## src/rtl/alsu_rc_pkg.sv

```systemverilog
`default_nettype none
// ============================================================================
//  Module      : alsu_rc_pkg
//  Description : Shared opcodes, entry type and counter helpers for the
//                ALSU result collector.
//  Revision    : 1.0
// ============================================================================
package alsu_rc_pkg;

    localparam int RC_OUT_W = 6;
    localparam int DROP_W   = 8;

    localparam logic [2:0] OP_OR     = 3'd0;
    localparam logic [2:0] OP_XOR    = 3'd1;
    localparam logic [2:0] OP_ADD    = 3'd2;
    localparam logic [2:0] OP_MULT   = 3'd3;
    localparam logic [2:0] OP_SHIFT  = 3'd4;
    localparam logic [2:0] OP_ROTATE = 3'd5;

    typedef struct packed {
        logic [2:0]                 opcode;
        logic signed [RC_OUT_W-1:0] data;
    } rc_entry_t;

    // Saturating increment shared by the drop and statistics counters
    function automatic logic [DROP_W-1:0] sat_inc(input logic [DROP_W-1:0] v);
        return (v == {DROP_W{1'b1}}) ? v : v + DROP_W'(1);
    endfunction

endpackage
`default_nettype wire

```

## src/rtl/alsu_result_collector_if.sv

```systemverilog
`default_nettype none
// ============================================================================
//  Module      : alsu_result_collector_if
//  Description : Capture, flush and result-stream signals of the collector.
//                Stats ports exist only with ALSU_RC_STATS_EN.
//  Revision    : 1.0
// ============================================================================
interface alsu_result_collector_if #(
    parameter int DEPTH = 8,
    parameter int OUT_W = alsu_rc_pkg::RC_OUT_W
);
    logic                           op_valid;
    logic [2:0]                     op_opcode;
    logic signed [OUT_W-1:0]        alsu_out;
    logic                           flush;
    logic                           res_valid;
    logic                           res_ready;
    logic signed [OUT_W-1:0]        res_data;
    logic [2:0]                     res_opcode;
    logic [$clog2(DEPTH+1)-1:0]     count;
    logic                           full;
    logic [alsu_rc_pkg::DROP_W-1:0] drop_cnt;
`ifdef ALSU_RC_STATS_EN
    logic [alsu_rc_pkg::DROP_W-1:0] zero_cnt;
    logic [alsu_rc_pkg::DROP_W-1:0] neg_cnt;

    modport master (
        output op_valid, op_opcode, alsu_out, flush, res_ready,
        input  res_valid, res_data, res_opcode, count, full, drop_cnt, zero_cnt, neg_cnt
    );
    modport slave (
        input  op_valid, op_opcode, alsu_out, flush, res_ready,
        output res_valid, res_data, res_opcode, count, full, drop_cnt, zero_cnt, neg_cnt
    );
`else
    modport master (
        output op_valid, op_opcode, alsu_out, flush, res_ready,
        input  res_valid, res_data, res_opcode, count, full, drop_cnt
    );
    modport slave (
        input  op_valid, op_opcode, alsu_out, flush, res_ready,
        output res_valid, res_data, res_opcode, count, full, drop_cnt
    );
`endif
endinterface
`default_nettype wire

```

## src/rtl/alsu_rc_fifo.sv

```systemverilog
`default_nettype none
// ============================================================================
//  Module      : alsu_rc_fifo
//  Description : First-word-fall-through storage for collected results;
//                flush has priority over push and pop.
//  Revision    : 1.0
// ============================================================================
module alsu_rc_fifo
    import alsu_rc_pkg::*;
#(
    parameter int DEPTH = 8
) (
    input  logic                       clk,
    input  logic                       rst,
    input  logic                       flush,
    input  logic                       push,
    input  logic                       pop,
    input  rc_entry_t                  wr_entry,
    output rc_entry_t                  rd_entry,
    output logic [$clog2(DEPTH+1)-1:0] count,
    output logic                       full,
    output logic                       empty
);
    localparam int PTR_W = $clog2(DEPTH);
    localparam int CNT_W = $clog2(DEPTH + 1);

    rc_entry_t        r_mem [DEPTH];
    logic [PTR_W-1:0] r_wr_ptr;
    logic [PTR_W-1:0] r_rd_ptr;
    logic [CNT_W-1:0] r_count;

    always_ff @(posedge clk) begin
        if (rst && !flush && push) begin
            r_mem[r_wr_ptr] <= wr_entry;
        end
    end

    // DEPTH is a power of two, so pointer overflow is the wrap
    always_ff @(posedge clk) begin
        if (!rst || flush) begin
            r_wr_ptr <= '0;
            r_rd_ptr <= '0;
            r_count  <= '0;
        end else begin
            if (push) r_wr_ptr <= r_wr_ptr + PTR_W'(1);
            if (pop)  r_rd_ptr <= r_rd_ptr + PTR_W'(1);
            if (push && !pop)      r_count <= r_count + CNT_W'(1);
            else if (pop && !push) r_count <= r_count - CNT_W'(1);
        end
    end

    assign rd_entry = r_mem[r_rd_ptr];
    assign count    = r_count;
    assign full     = (r_count == CNT_W'(DEPTH));
    assign empty    = (r_count == '0);

endmodule
`default_nettype wire

```

## src/rtl/alsu_result_collector.sv

```systemverilog
`default_nettype none
// ============================================================================
//  Module      : alsu_result_collector
//  Description : Aligns opcodes with the ALSU's delayed result and buffers
//                them; optional zero/negative counters via ALSU_RC_STATS_EN.
//  Revision    : 1.0
// ============================================================================
module alsu_result_collector
    import alsu_rc_pkg::*;
#(
    parameter int DEPTH   = 8,
    parameter int LATENCY = 2,
    parameter int OUT_W   = RC_OUT_W
) (
    input  logic                   clk,
    input  logic                   rst,
    alsu_result_collector_if.slave bus
);
    localparam int CNT_W = $clog2(DEPTH + 1);

    logic [LATENCY-1:0]      r_tag_valid;
    logic [LATENCY-1:0][2:0] r_tag_op;
    logic [DROP_W-1:0]       r_drop_cnt;

    logic             w_wr;
    logic             w_pop;
    logic             w_push;
    logic             w_drop;
    logic             w_full;
    logic             w_empty;
    logic [CNT_W-1:0] w_count;
    rc_entry_t        w_wr_entry;
    rc_entry_t        w_rd_entry;

    // Tag pipeline: the opcode arrives at the last stage in the same cycle
    // as the ALSU result it produced
    always_ff @(posedge clk) begin
        if (!rst || bus.flush) begin
            r_tag_valid <= '0;
            r_tag_op    <= '0;
        end else begin
            r_tag_valid[0] <= bus.op_valid;
            r_tag_op[0]    <= bus.op_opcode;
            for (int i = 1; i < LATENCY; i++) begin
                r_tag_valid[i] <= r_tag_valid[i-1];
                r_tag_op[i]    <= r_tag_op[i-1];
            end
        end
    end

    always_comb begin
        w_wr_entry        = '0;
        w_wr_entry.opcode = r_tag_op[LATENCY-1];
        w_wr_entry.data   = bus.alsu_out;
    end

    assign w_wr   = r_tag_valid[LATENCY-1];
    assign w_pop  = !w_empty && bus.res_ready;
    assign w_push = w_wr && (!w_full || w_pop);
    assign w_drop = w_wr && w_full && !w_pop;

    alsu_rc_fifo #(
        .DEPTH (DEPTH)
    ) u_fifo (
        .clk      (clk),
        .rst      (rst),
        .flush    (bus.flush),
        .push     (w_push),
        .pop      (w_pop),
        .wr_entry (w_wr_entry),
        .rd_entry (w_rd_entry),
        .count    (w_count),
        .full     (w_full),
        .empty    (w_empty)
    );

    // A write discarded by flush is not an overflow
    always_ff @(posedge clk) begin
        if (!rst) begin
            r_drop_cnt <= '0;
        end else if (!bus.flush && w_drop) begin
            r_drop_cnt <= sat_inc(r_drop_cnt);
        end
    end

`ifdef ALSU_RC_STATS_EN
    logic [DROP_W-1:0] r_zero_cnt;
    logic [DROP_W-1:0] r_neg_cnt;

    always_ff @(posedge clk) begin
        if (!rst) begin
            r_zero_cnt <= '0;
            r_neg_cnt  <= '0;
        end else if (w_push && !bus.flush) begin
            if (w_wr_entry.data == '0)      r_zero_cnt <= sat_inc(r_zero_cnt);
            if (w_wr_entry.data[OUT_W-1])   r_neg_cnt  <= sat_inc(r_neg_cnt);
        end
    end

    assign bus.zero_cnt = r_zero_cnt;
    assign bus.neg_cnt  = r_neg_cnt;
`endif

    assign bus.res_valid  = !w_empty;
    assign bus.res_data   = w_empty ? '0 : w_rd_entry.data;
    assign bus.res_opcode = w_empty ? 3'd0 : w_rd_entry.opcode;
    assign bus.count      = w_count;
    assign bus.full       = w_full;
    assign bus.drop_cnt   = r_drop_cnt;

endmodule
`default_nettype wire
```

## src/flat_wrapper.sv

```systemverilog
// flat-port wrapper written by rule: the top's interface ports become plain ports
module alsu_result_collector_flat import alsu_rc_pkg::*;
#(
    parameter int DEPTH   = 8,
    parameter int LATENCY = 2,
    parameter int OUT_W   = RC_OUT_W
)
  (clk, rst, bus_op_valid, bus_op_opcode, bus_alsu_out, bus_flush, bus_res_ready, bus_res_valid, bus_res_data, bus_res_opcode, bus_count, bus_full, bus_drop_cnt);
  alsu_result_collector_if #(.DEPTH(DEPTH), .OUT_W(OUT_W)) bus_i ();
  input  logic clk;
  input  logic rst;
  input wire logic [$bits(bus_i.op_valid)-1:0] bus_op_valid;
  input wire logic [$bits(bus_i.op_opcode)-1:0] bus_op_opcode;
  input wire logic [$bits(bus_i.alsu_out)-1:0] bus_alsu_out;
  input wire logic [$bits(bus_i.flush)-1:0] bus_flush;
  input wire logic [$bits(bus_i.res_ready)-1:0] bus_res_ready;
  output wire logic [$bits(bus_i.res_valid)-1:0] bus_res_valid;
  output wire logic [$bits(bus_i.res_data)-1:0] bus_res_data;
  output wire logic [$bits(bus_i.res_opcode)-1:0] bus_res_opcode;
  output wire logic [$bits(bus_i.count)-1:0] bus_count;
  output wire logic [$bits(bus_i.full)-1:0] bus_full;
  output wire logic [$bits(bus_i.drop_cnt)-1:0] bus_drop_cnt;
  assign bus_i.op_valid = bus_op_valid;
  assign bus_i.op_opcode = bus_op_opcode;
  assign bus_i.alsu_out = bus_alsu_out;
  assign bus_i.flush = bus_flush;
  assign bus_i.res_ready = bus_res_ready;
  assign bus_res_valid = bus_i.res_valid;
  assign bus_res_data = bus_i.res_data;
  assign bus_res_opcode = bus_i.res_opcode;
  assign bus_count = bus_i.count;
  assign bus_full = bus_i.full;
  assign bus_drop_cnt = bus_i.drop_cnt;
  alsu_result_collector #(.DEPTH(DEPTH), .LATENCY(LATENCY), .OUT_W(OUT_W)) u_core (.clk(clk), .rst(rst), .bus(bus_i));
endmodule
```

## config.mk

```make
export PLATFORM = sky130hd
export DESIGN_NAME = alsu_result_collector_flat
export DESIGN_NICKNAME = d
export VERILOG_FILES = /design/src/rtl/alsu_rc_pkg.sv /design/src/rtl/alsu_result_collector_if.sv /design/src/rtl/alsu_rc_fifo.sv /design/src/rtl/alsu_result_collector.sv /design/src/flat_wrapper.sv
export SDC_FILE = /design/constraint.sdc
export NUM_CORES = 1
export LEC_CHECK = 0
export ABC_AREA = 1
export BUFFER_PORTS_ARGS = -buffer_cell sky130_fd_sc_hd__buf_2
export CORE_MARGIN = 4
export CORE_UTILIZATION = 50
export CTS_CLUSTER_DIAMETER = 40
export DETAILED_ROUTE_END_ITERATION = 12
export GPL_ROUTABILITY_DRIVEN = 0
export PLACE_DENSITY_LB_ADDON = 0.2
export REMOVE_ABC_BUFFERS = 1
export SLEW_MARGIN = 30
export SYNTH_ARGS = -nofsm -noshare
export SYNTH_HDL_FRONTEND = slang
export SYNTH_SLANG_ARGS = --single-unit
```

## constraint.sdc

```tcl
create_clock -name clk -period 3.3 [get_ports clk]
set_input_delay 0.165 -clock clk [delete_from_list [all_inputs] [get_ports clk]]
set_output_delay 0.165 -clock clk [all_outputs]
set_load 0.05 [all_outputs]
```

==> reports/results.tsv, run 1 <==
metric	value	unit
Slew headroom	49.60	%
Layout area overhead	11.31	%
Clock Path Buffers	2	
Final Hold Fails	0	
Post-CTS Resized	0	
#FFs+latches synth	101	
WS Path Type	flop to flop	
class of the worst hold path	input pin to flop	
WHS Endpoint	u_core.r_tag_op[2]$_SDFF_PP0_	
crit share post-route	72.33	%
Overflow after GRT	0	
cts bufs inserted	9	
Worst setup SP type	flop	
routed len/inst	14.54	µm
Site Rows	33	
Setup WS pre-CTS	0.9427	ns
# DRC	0	
Setup Total Neg Slack	0	ns
Worst Setup End Kind	flop	
Max FO, Critical Path	13	
HP Start	bus_op_opcode[2]	
starting density of the core	51.18	%
hold_buf cts	0	
CP arrival	2.66	ns
core area	8217	µm²
Seq/Total Area, Yosys	65.22	%
f_max	418.9	MHz
Total Power	2.164	mW
Setup Buffers After CTS	0	
layout cells sized above 1	15.25	%
Setup violations, final	0	
final worst setup slack	0.9130	ns
Starting DRT DRC Count	123	
pwr dens	462.3	nW/µm²
Max Clock Skew	0.009921	ns
Die ar.	9942	µm²
die height	99.71	µm
vias	2895	
drt pass-1 iters	4	
minimum clock period	2.387	ns
register area	2743	µm²
Worst R2R Setup Slack	0.91	ns
Req. time, crit path	3.57	ns
Clock transition at path regs	0.09	ns
WHS Path Cells	3	
number of port buffers	36	
Netlist Area Pre-Place	4205	µm²
maximum vdd drop	0.2707	mV
Root Driver	clkbuf_8	
yosys warns	0	
Syn Inst Count	411	
outcome	completed	
initial antenna violation count	0	
post-synthesis cell type count	28	
Via density	5.133	
Slew Limit Fails	0	
pin count of the biggest net entering global routing	37	
H-tree depth	3	
placed insts	548	
final core utilization	56.97	%
vias in the first global route	2817	
slew at the pin closest to its max-slew limit	0.7550	ns
total track usage	17.45	%
r2r startpoint	u_core.u_fifo.count[0]$_SDFFE_PP0P_	
Ant. Diodes	0	
Post-Layout Cell Count	564	
first-pass GRT wire length	13560	µm
number of top-level pins	37	
syn avg cell area	10.23	µm²
worst skew pair latency	0.35	ns
RR Endpoint	u_core.u_fifo.count[3]$_SDFFE_PP0P_	
Max-cap violations	0	
Fill cells	724	
LEAKAGE	1.793	nW
Final HPWL DP	5211	µm
Post-Place Cell Area	4514	µm²
Layout Nets	475	
RSZ-0062 raised after global routing	no	
clk sink count	101	
ANT nets after route	0	
CTS tree	built	
WL final	8202	µm
Chip Width	99.71	µm
worst hold margin	0.02671	ns
R2R depth	13	
area taken by multi-input logic gates	1240	µm²
Design Area, Final	4681	µm²
==> state kept, by name, summed over array words and instances (netlist names), named ones only <==
name                    flops
u_core.u_fifo.r_mem        72
u_core.bus.drop_cnt         8
u_core.r_tag_op             6
u_core.u_fifo.count         4
u_core.u_fifo.r_rd_ptr      3
u_core.u_fifo.r_wr_ptr      3
u_core.r_tag_valid          2
==> cells by family (layout without fill, tap and decap cells) <==
kind of cell / after synthesis / count (layout) / share of synthesized area [%]
adders and majority gates: 7 / 7 / 2.261
buffers and inverters: 50 / 98 / 5.296
AOI/OAI and AO/OA: 78 / 78 / 10.09
xor gates and xnor gates: 2 / 2 / 0.4166
DFF: 101 / 101 / 65.22
and+or+nand+nor: 173 / 173 / 16.72
==> where the power goes <==
part / leakage, nW / internal [mW] / switching, mW
logic: 0.805 / 0.0339 / 0.0933
clock network: 0.0841 / 0.274 / 0.401
registers: 0.904 / 1.36 / 0.00664
total: 1.79 / 1.66 / 0.500
==> final cells by class <==
type                    count  area share, %
clock buffers              10          2.727
clock inverters             6         0.8287
inverters                  34          2.780
multi-input cells         260          26.49
flip-flops and latches    101          58.59
well taps                 105          2.807
repair buffers             48          5.774
==> how the worst max path moves through the flow <==
stage                                                    from  slack, ns  cells after the start                                  end
after global routing      u_core.u_fifo.count[0]$_SDFFE_PP0P_       0.70                     13  u_core.u_fifo.count[3]$_SDFFE_PP0P_
after global placement    u_core.u_fifo.count[0]$_SDFFE_PP0P_       1.03                     13  u_core.u_fifo.count[3]$_SDFFE_PP0P_
after floorplan           u_core.u_fifo.count[0]$_SDFFE_PP0P_       0.31                     12  u_core.u_fifo.count[3]$_SDFFE_PP0P_
final                     u_core.u_fifo.count[0]$_SDFFE_PP0P_       0.91                     13  u_core.u_fifo.count[3]$_SDFFE_PP0P_
after CTS                 u_core.u_fifo.count[0]$_SDFFE_PP0P_       0.91                     13  u_core.u_fifo.count[3]$_SDFFE_PP0P_
after detailed placement  u_core.u_fifo.count[0]$_SDFFE_PP0P_       0.94                     13  u_core.u_fifo.count[3]$_SDFFE_PP0P_
==> cells in the mapped netlist (all sizes together) <==
master  count  area [µm²]
a21oi      17       85.08
buf        13       80.08
clkbuf      3       12.51
dfxtp      29       580.6
edfxtp     72        2162
fa          1       20.02
ha          6       75.07
inv        34       130.1
nand2      50       190.2
nand3      16       85.08
nand3b      1       7.510
nor2       97       374.1
nor3        8       40.04
o211ai      9       67.56
o21ai      43       215.2
o22ai       9       56.30
or2         1       6.260
xor2        2       17.52
==> per-layer routing <==
| metal | vias up | track usage (%) | share of wire, % |
|---|---|---|---|
| li1 | 1480 | - | - |
| met1 | 1339 | 22.24 | 45 |
| met2 | 64 | 29.66 | 50 |
| met3 | 12 | 3.015 | 3.9 |
| met4 | 0 | 6.723 | 1.3 |
| met5 | - | 0 | 0 |
==> critical path: stages, from the launching register on <==
cell,delay (ns)
dfxtp_1,0.47
nor2_1,0.12
nand3_1,0.08
buf_4,0.21
nand2_1,0.17
ha_1,0.24
inv_1,0.13
ha_1,0.27
or2_2,0.30
nand2_1,0.07
nand2_1,0.05
nand2_1,0.05
nand2_1,0.04
a21oi_1,0.11
==> layout by cell type, fill, tap and decap left out <==
master,count
o21ai_1,5
inv_2,2
clkbuf_1,1
nand3b_1,1
clkinv_4,1
nand3_1,15
edfxtp_1,72
clkinv_1,1
clkinvlp_4,1
nor3_1,8
fa_1,1
o21ai_0,38
a21oi_1,17
clkbuf_8,9
inv_1,31
dfxtp_1,29
o22ai_1,9
o211ai_1,9
nor2_4,1
nand3_2,1
inv_6,1
clkinv_2,2
xor2_1,2
ha_1,6
buf_2,36
or2_2,1
buf_4,12
inv_4,1
nor2_1,95
nand2_2,1
nand2_1,49
nor2_2,1
Note: power is estimated with default switching activity, not from simulation.
==> run 2: changes to the inputs <==
==> constraint.sdc (replaced) <==
create_clock -name clk -period 2.1 [get_ports clk]
set_input_delay 0.105 -clock clk [delete_from_list [all_inputs] [get_ports clk]]
set_output_delay 0.105 -clock clk [all_outputs]
set_load 0.05 [all_outputs]
==> run 2 against run 1 <==
  * Via count grew 2.4%
  * Final area grew 3.2%
  * Flip-flop and latch count is the same
  * Largest power group unchanged
  * Critical path depth is the same
  * Die area is the same
  * Global-route usage grew 0.38 points
  * Sequential share of layout area shrank 1.7 points
  * Clock power grew 80%
  * Maximum frequency grew 23%
==> reports/results.tsv, run 2 (synthesized netlist as in run 1, its figures left out) <==
metric	value	unit
number of top-level pins	37	
Setup violations, final	0	
vias	2964	
pwr dens	738.1	nW/µm²
Chip Width	99.71	µm
die height	99.71	µm
starting density of the core	51.18	%
commonest non-fill, non-tap cells in the layout	nor2_1 (95), edfxtp_1 (72), nand2_1 (49)	
Ant. Diodes	0	
initial antenna violation count	0	
class of the worst hold path	input pin to flop	
Max-cap violations	0	
Sw Pwr	0.8118	mW
clock share of power	34.0	%
total track usage	17.83	%
Max FO, Critical Path	4	
WS Path Type	flop to flop	
maximum vdd drop	0.4348	mV
slew at the pin closest to its max-slew limit	0.3534	ns
ANT nets after route	0	
drt pass-1 iters	4	
minimum clock period	1.945	ns
RSZ-0062 raised after global routing	no	
number of port buffers	36	
Worst setup SP type	flop	
cts bufs inserted	9	
Clock transition at path regs	0.10	ns
Slew Limit Fails	0	
sequential group share of total power	59.9	%
clk sink count	101	
Slew headroom	76.44	%
r2r startpoint	u_core.u_fifo.count[0]$_SDFFE_PP0P_	
H-tree depth	3	
Setup WS pre-CTS	0.09793	ns
Max Clock Skew	0.01221	ns
internal power	2.754	mW
vias in the first global route	2963	
Die ar.	9942	µm²
final core utilization	58.79	%
Req. time, crit path	2.39	ns
Largest Register	u_core.u_fifo.r_mem	
number of flip-flops under the largest register name	72	
final worst setup slack	0.1549	ns
Layout Nets	488	
power share of the combinational group	6.1	%
switching share of power	22.77	%
Site Rows	33	
Worst Setup End Kind	flop	
Layout area overhead	14.88	%
core area	8217	µm²
Total Power	3.566	mW
layout cells sized above 1	17.58	%
# DRC	0	
CTS tree	built	
crit share post-route	92.63	%
outcome	completed	
pin count of the biggest net entering global routing	37	
RR Endpoint	u_core.u_fifo.count[3]$_SDFFE_PP0P_	
CP arrival	2.24	ns
WHS Path Cells	1	
HP Start	bus_alsu_out[5]	
Worst R2R Setup Slack	0.15	ns
R2R depth	13	
Overflow after GRT	0	
LEAKAGE	1.863	nW
Final Hold Fails	0	
Starting DRT DRC Count	141	
WHS Endpoint	u_core.u_fifo.r_mem[0][5]$_DFFE_PP_	
Clock Path Buffers	2	
Root Driver	clkbuf_8	
Final HPWL DP	5405	µm
worst skew pair latency	0.36	ns
Via density	5.137	
first-pass GRT wire length	13890	µm
Setup Total Neg Slack	0	ns
routed len/inst	14.42	µm
WL final	8320	µm
commonest non-fill, non-tap cell in the layout	nor2_1	
f_max	514.1	MHz
[run 2: repair_timing]
action	in CTS	in global routing
gates cloned	0	0
hold buffers	4	0
resized for setup	1	5
buffers inserted	0	0
endpoints found under the setup margin	1	8
endpoints found under the hold margin	4	0
[run 2: cell type report]
| class | count | area (µm²) |
|---|---|---|
| clock inverter | 6 | 71.32 |
| tap | 105 | 131.4 |
| sequential | 101 | 2748 |
| timing repair buffer | 61 | 382.9 |
| fill | 713 | 3386 |
| clock buffer | 10 | 127.6 |
| multi-input combinational | 260 | 1240 |
| inverter | 34 | 130.1 |
[run 2: power groups by stage]
stage / clock network (mW) / registers [mW] / logic (mW)
final: 1.21 / 2.14 / 0.216
after CTS: 1.24 / 2.14 / 0.217
after floorplan: 0 / 2.20 / 0.122
after global routing: 1.33 / 2.14 / 0.240
after global placement: 0 / 2.18 / 0.208
after detailed placement: 0 / 2.18 / 0.211
[run 2: routing by layer]
| layer | track usage, % | vias to the layer above | routed length [µm] | share of wire [%] |
|---|---|---|---|---|
| li1 | - | 1503 | - | - |
| met2 | 31.20 | 48 | 4213 | 51 |
| met1 | 22.69 | 1405 | 3679 | 44 |
| met4 | 4.412 | 0 | 86 | 1.0 |
| met3 | 3.576 | 8 | 341 | 4.1 |
| met5 | 0 | - | 0 | 0 |
[run 2: critical path, cell delays in order, from the launching register on]
cell,delay [ns]
dfxtp_1,0.32
nor2_1,0.17
nand3_2,0.10
nand2_1,0.10
inv_2,0.05
ha_1,0.21
inv_2,0.09
ha_1,0.25
or2_2,0.29
nand2_1,0.07
nand2_1,0.04
nand2_1,0.05
nand2_1,0.04
a21oi_1,0.10
[run 2: metrics by stage]
| stage | std cells | hold WS (ns) | area (µm²) |
|---|---|---|---|
| after CTS | 577 | 0.003380 | 4822 |
| after floorplan | 395 | 0.2039 | 4113 |
| after global routing | 577 | 0.007535 | 4831 |
| after global placement | 557 | 0.3190 | 4582 |
| final | 577 | 0.01178 | 4831 |
| after detailed placement | 557 | 0.3235 | 4582 |
[run 2: how the worst max path moves through the flow]
| stage | slack, ns | depth (start not counted) | endpoint | from |
|---|---|---|---|---|
| after floorplan | -0.89 | 12 | u_core.u_fifo.count[3]$_SDFFE_PP0P_ | u_core.u_fifo.count[0]$_SDFFE_PP0P_ |
| after global placement | 0.15 | 13 | u_core.u_fifo.count[3]$_SDFFE_PP0P_ | u_core.u_fifo.count[0]$_SDFFE_PP0P_ |
| after detailed placement | 0.1 | 13 | u_core.u_fifo.count[3]$_SDFFE_PP0P_ | u_core.u_fifo.count[0]$_SDFFE_PP0P_ |
| after CTS | 0.03 | 6 | bus_res_opcode[2] | flop |
| after global routing | 0.01 | 14 | u_core.u_fifo.count[3]$_SDFFE_PP0P_ | u_core.u_fifo.count[3]$_SDFFE_PP0P_ |
| final | 0.15 | 13 | u_core.u_fifo.count[3]$_SDFFE_PP0P_ | u_core.u_fifo.count[0]$_SDFFE_PP0P_ |
==> run 3: changes to the inputs <==
--- a/config.mk
+++ b/config.mk
@@ -17,4 +17,5 @@
 export SLEW_MARGIN = 30
 export SYNTH_ARGS = -nofsm -noshare
 export SYNTH_HDL_FRONTEND = slang
+export SYNTH_HIERARCHICAL = 1
 export SYNTH_SLANG_ARGS = --single-unit
==> run 3 against run 2 <==
  * The run now ends with negative setup slack left
  * Clock skew down 0.00058 ns
  * Wire length up 9.7%
  * Combinational power up 37%
  * Via count up 7.1%
  * Final area up 9.4%
  * Global-route usage up 0.94 points
  * Critical path depth unchanged
  * Flip-flop and latch count unchanged
  * Clock power up 31%
  * Total power up 13%
  * Area after synthesis up 5.1%
  * Count of clock-buffer cells in the layout down 1
  * Largest cell class unchanged
==> reports/results.tsv, run 3 <==
metric	value	unit
outcome	complete, but fails checks	
failing checks	negative setup slack	
class of the worst hold path	input pin to flop	
RSZ-0062 raised after global routing	yes	
top cells by count, synth	nor2_1 (123), nand2_1 (89), edfxtp_1 (72)	
Layout Nets	542	
Overflow after GRT	0	
WL final	9124	µm
Setup violations, final	2	
Fill cells	767	
core area	8678	µm²
drt pass-1 iters	4	
ys flop type	edfxtp_1	
# DRC	0	
Syn Inst Count	458	
Clock Path Buffers	2	
initial antenna violation count	0	
post-synthesis cell type count	30	
Worst setup SP type	flop	
vias	3174	
Worst Setup End Kind	flop	
Ant. Diodes	0	
f_max	471.2	MHz
area leader, netlist	edfxtp_1	
Site Rows	34	
Largest Register	u_core/u_fifo/r_mem	
Req. time, crit path	2.40	ns
post-synthesis mux area share	0	%
worst skew pair latency	0.36	ns
main combinational cell family by area after synthesis	simple AND/OR/NAND/NOR gates	
Chip Width	102.0	µm
clk sink count	101	
WS Path Type	flop to flop	
Max-cap violations	0	
Synth Area in Simple Gates	21.89	%
Seq/Total Area, Yosys	62.06	%
Synth Area in XOR/XNOR	0.5946	%
Synth Area in Adders	2.152	%
maximum vdd drop	0.4809	mV
yosys warns	6	
minimum clock period	2.122	ns
pwr dens	761.3	nW/µm²
final worst setup slack	-0.02208	ns
number of port buffers	36	
slew at the pin closest to its max-slew limit	0.6568	ns
CP arrival	2.42	ns
Slew Limit Fails	0	
WHS Path Cells	1	
ANT nets after route	0	
syn avg cell area	9.649	µm²
Root Driver	clkbuf_8	
pin count of the biggest net entering global routing	38	
Setup Total Neg Slack	-0.02760	ns
Clock transition at path regs	0.10	ns
Die ar.	10410	µm²
Worst R2R Setup Slack	-0.02	ns
Final Hold Fails	0	
Area contributors post-synth	edfxtp_1 (49%), dfxtp_1 (13%), nor2_1 (10%)	
Max FO, Critical Path	3	
#FFs+latches synth	101	
Post-synth ARST share	0	%
first-pass GRT wire length	14710	µm
Total Power	4.025	mW
die height	102.0	µm
Slew headroom	56.17	%
vias in the first global route	3046	
number of flip-flops under the largest register name	72	
crit share post-route	101.1	%
Final HPWL DP	5675	µm
number of top-level pins	37	
commonest non-fill, non-tap cell in the layout	nor2_1	
Via density	5.006	
Yosys top cell area share	48.92	%
Max Clock Skew	0.01163	ns
routed len/inst	14.39	µm
Synth Area in Compound Gates	6.116	%
Starting DRT DRC Count	149	
Layout area overhead	19.62	%
cts bufs inserted	9	
H-tree depth	3	
top-count cell post-synth	nor2_1	
LEAKAGE	2.211	nW
commonest non-fill, non-tap cells in the layout	nor2_1 (115), nand2_1 (84), edfxtp_1 (72)	
layout cells sized above 1	22.43	%
total track usage	18.77	%
Netlist Area Pre-Place	4419	µm²
EDFF count, synth	72	
starting density of the core	50.92	%
CTS tree	built	
R2R depth	13	
run 3: cell type report:
cell class,instances,area (µm²),area share (%)
Timing Repair Buffer,66,441.7,8.355
Sequential cell,101,2745,51.93
Clock buffer,9,123.9,2.343
Clock inverter,7,145.1,2.746
Inverter,44,186.4,3.527
Multi-Input combinational cell,299,1509,28.54
Tap cell,108,135.1,2.556
run 3: layer usage:
layer	share of wire [%]	track usage, %
met1	42	23.36
met5	0	0
met3	4.9	4.164
met2	52	32.63
met4	1.2	5.954
run 3: cells by family after synthesis:
group           after synthesis
xor+xnor                      3
buf+inv                      58
simple gates                236
fa+ha+maj                     7
flops                       101
compound gates               53
run 3: path summary, 6_finish.rpt:
path,start,endpoint
worst max register to register,u_core/u_fifo/count[1]$_SDFFE_PP0P_,u_core/u_fifo/count[1]$_SDFFE_PP0P_
worst max-delay path,u_core/u_fifo/count[1]$_SDFFE_PP0P_,u_core/u_fifo/count[1]$_SDFFE_PP0P_
worst min-delay path,bus_alsu_out[0],u_core/u_fifo/r_mem[7][0]$_DFFE_PP_
worst min register to register,u_core/r_tag_op[2]$_SDFF_PP0_,u_core/r_tag_op[5]$_SDFF_PP0_
run 3: per-stage QoR:
stage	utilization, %	instance area, µm²	instances	hold slack, ns	setup WS [ns]
floorplan	-	4275	444	0.2039	-1.926
global placement	54.92	4766	609	0.3206	-0.2252
detailed placement	54.95	4768	609	0.3275	-0.2940
CTS	60.08	5214	633	0.002228	-0.2125
global route	60.91	5286	634	0.003701	-0.1127
finish	60.91	5286	634	0.01029	-0.02208
run 3: what timing repair did:
item / 4_1_cts / 5_1_grt
hold buffers: 5 / 0
endpoints found under the setup margin: 67 / 51
hold endpoints to repair: 10 / 0
pin swaps: 11 / 7
resized for setup: 29 / 16
buffers inserted: 3 / 2
run 3: report_power, final:
group / leakage (nW) / switching, mW / internal, mW
Combinational: 1.18 / 0.192 / 0.103
Sequential: 0.900 / 0.00676 / 2.13
Clock: 0.132 / 0.670 / 0.921
Total: 2.21 / 0.870 / 3.16
run 3: critical path, cell delays in order, from the launching register on:
cell and delay [ns]:
dfxtp_2 0.33, or2_4 0.25, nor3_4 0.17, inv_4 0.06
nand2_4 0.09, buf_6 0.10, inv_4 0.03, inv_4 0.05
ha_4 0.14, inv_4 0.04, buf_6 0.12, fa_2 0.52
nand2_2 0.05, a21oi_2 0.11
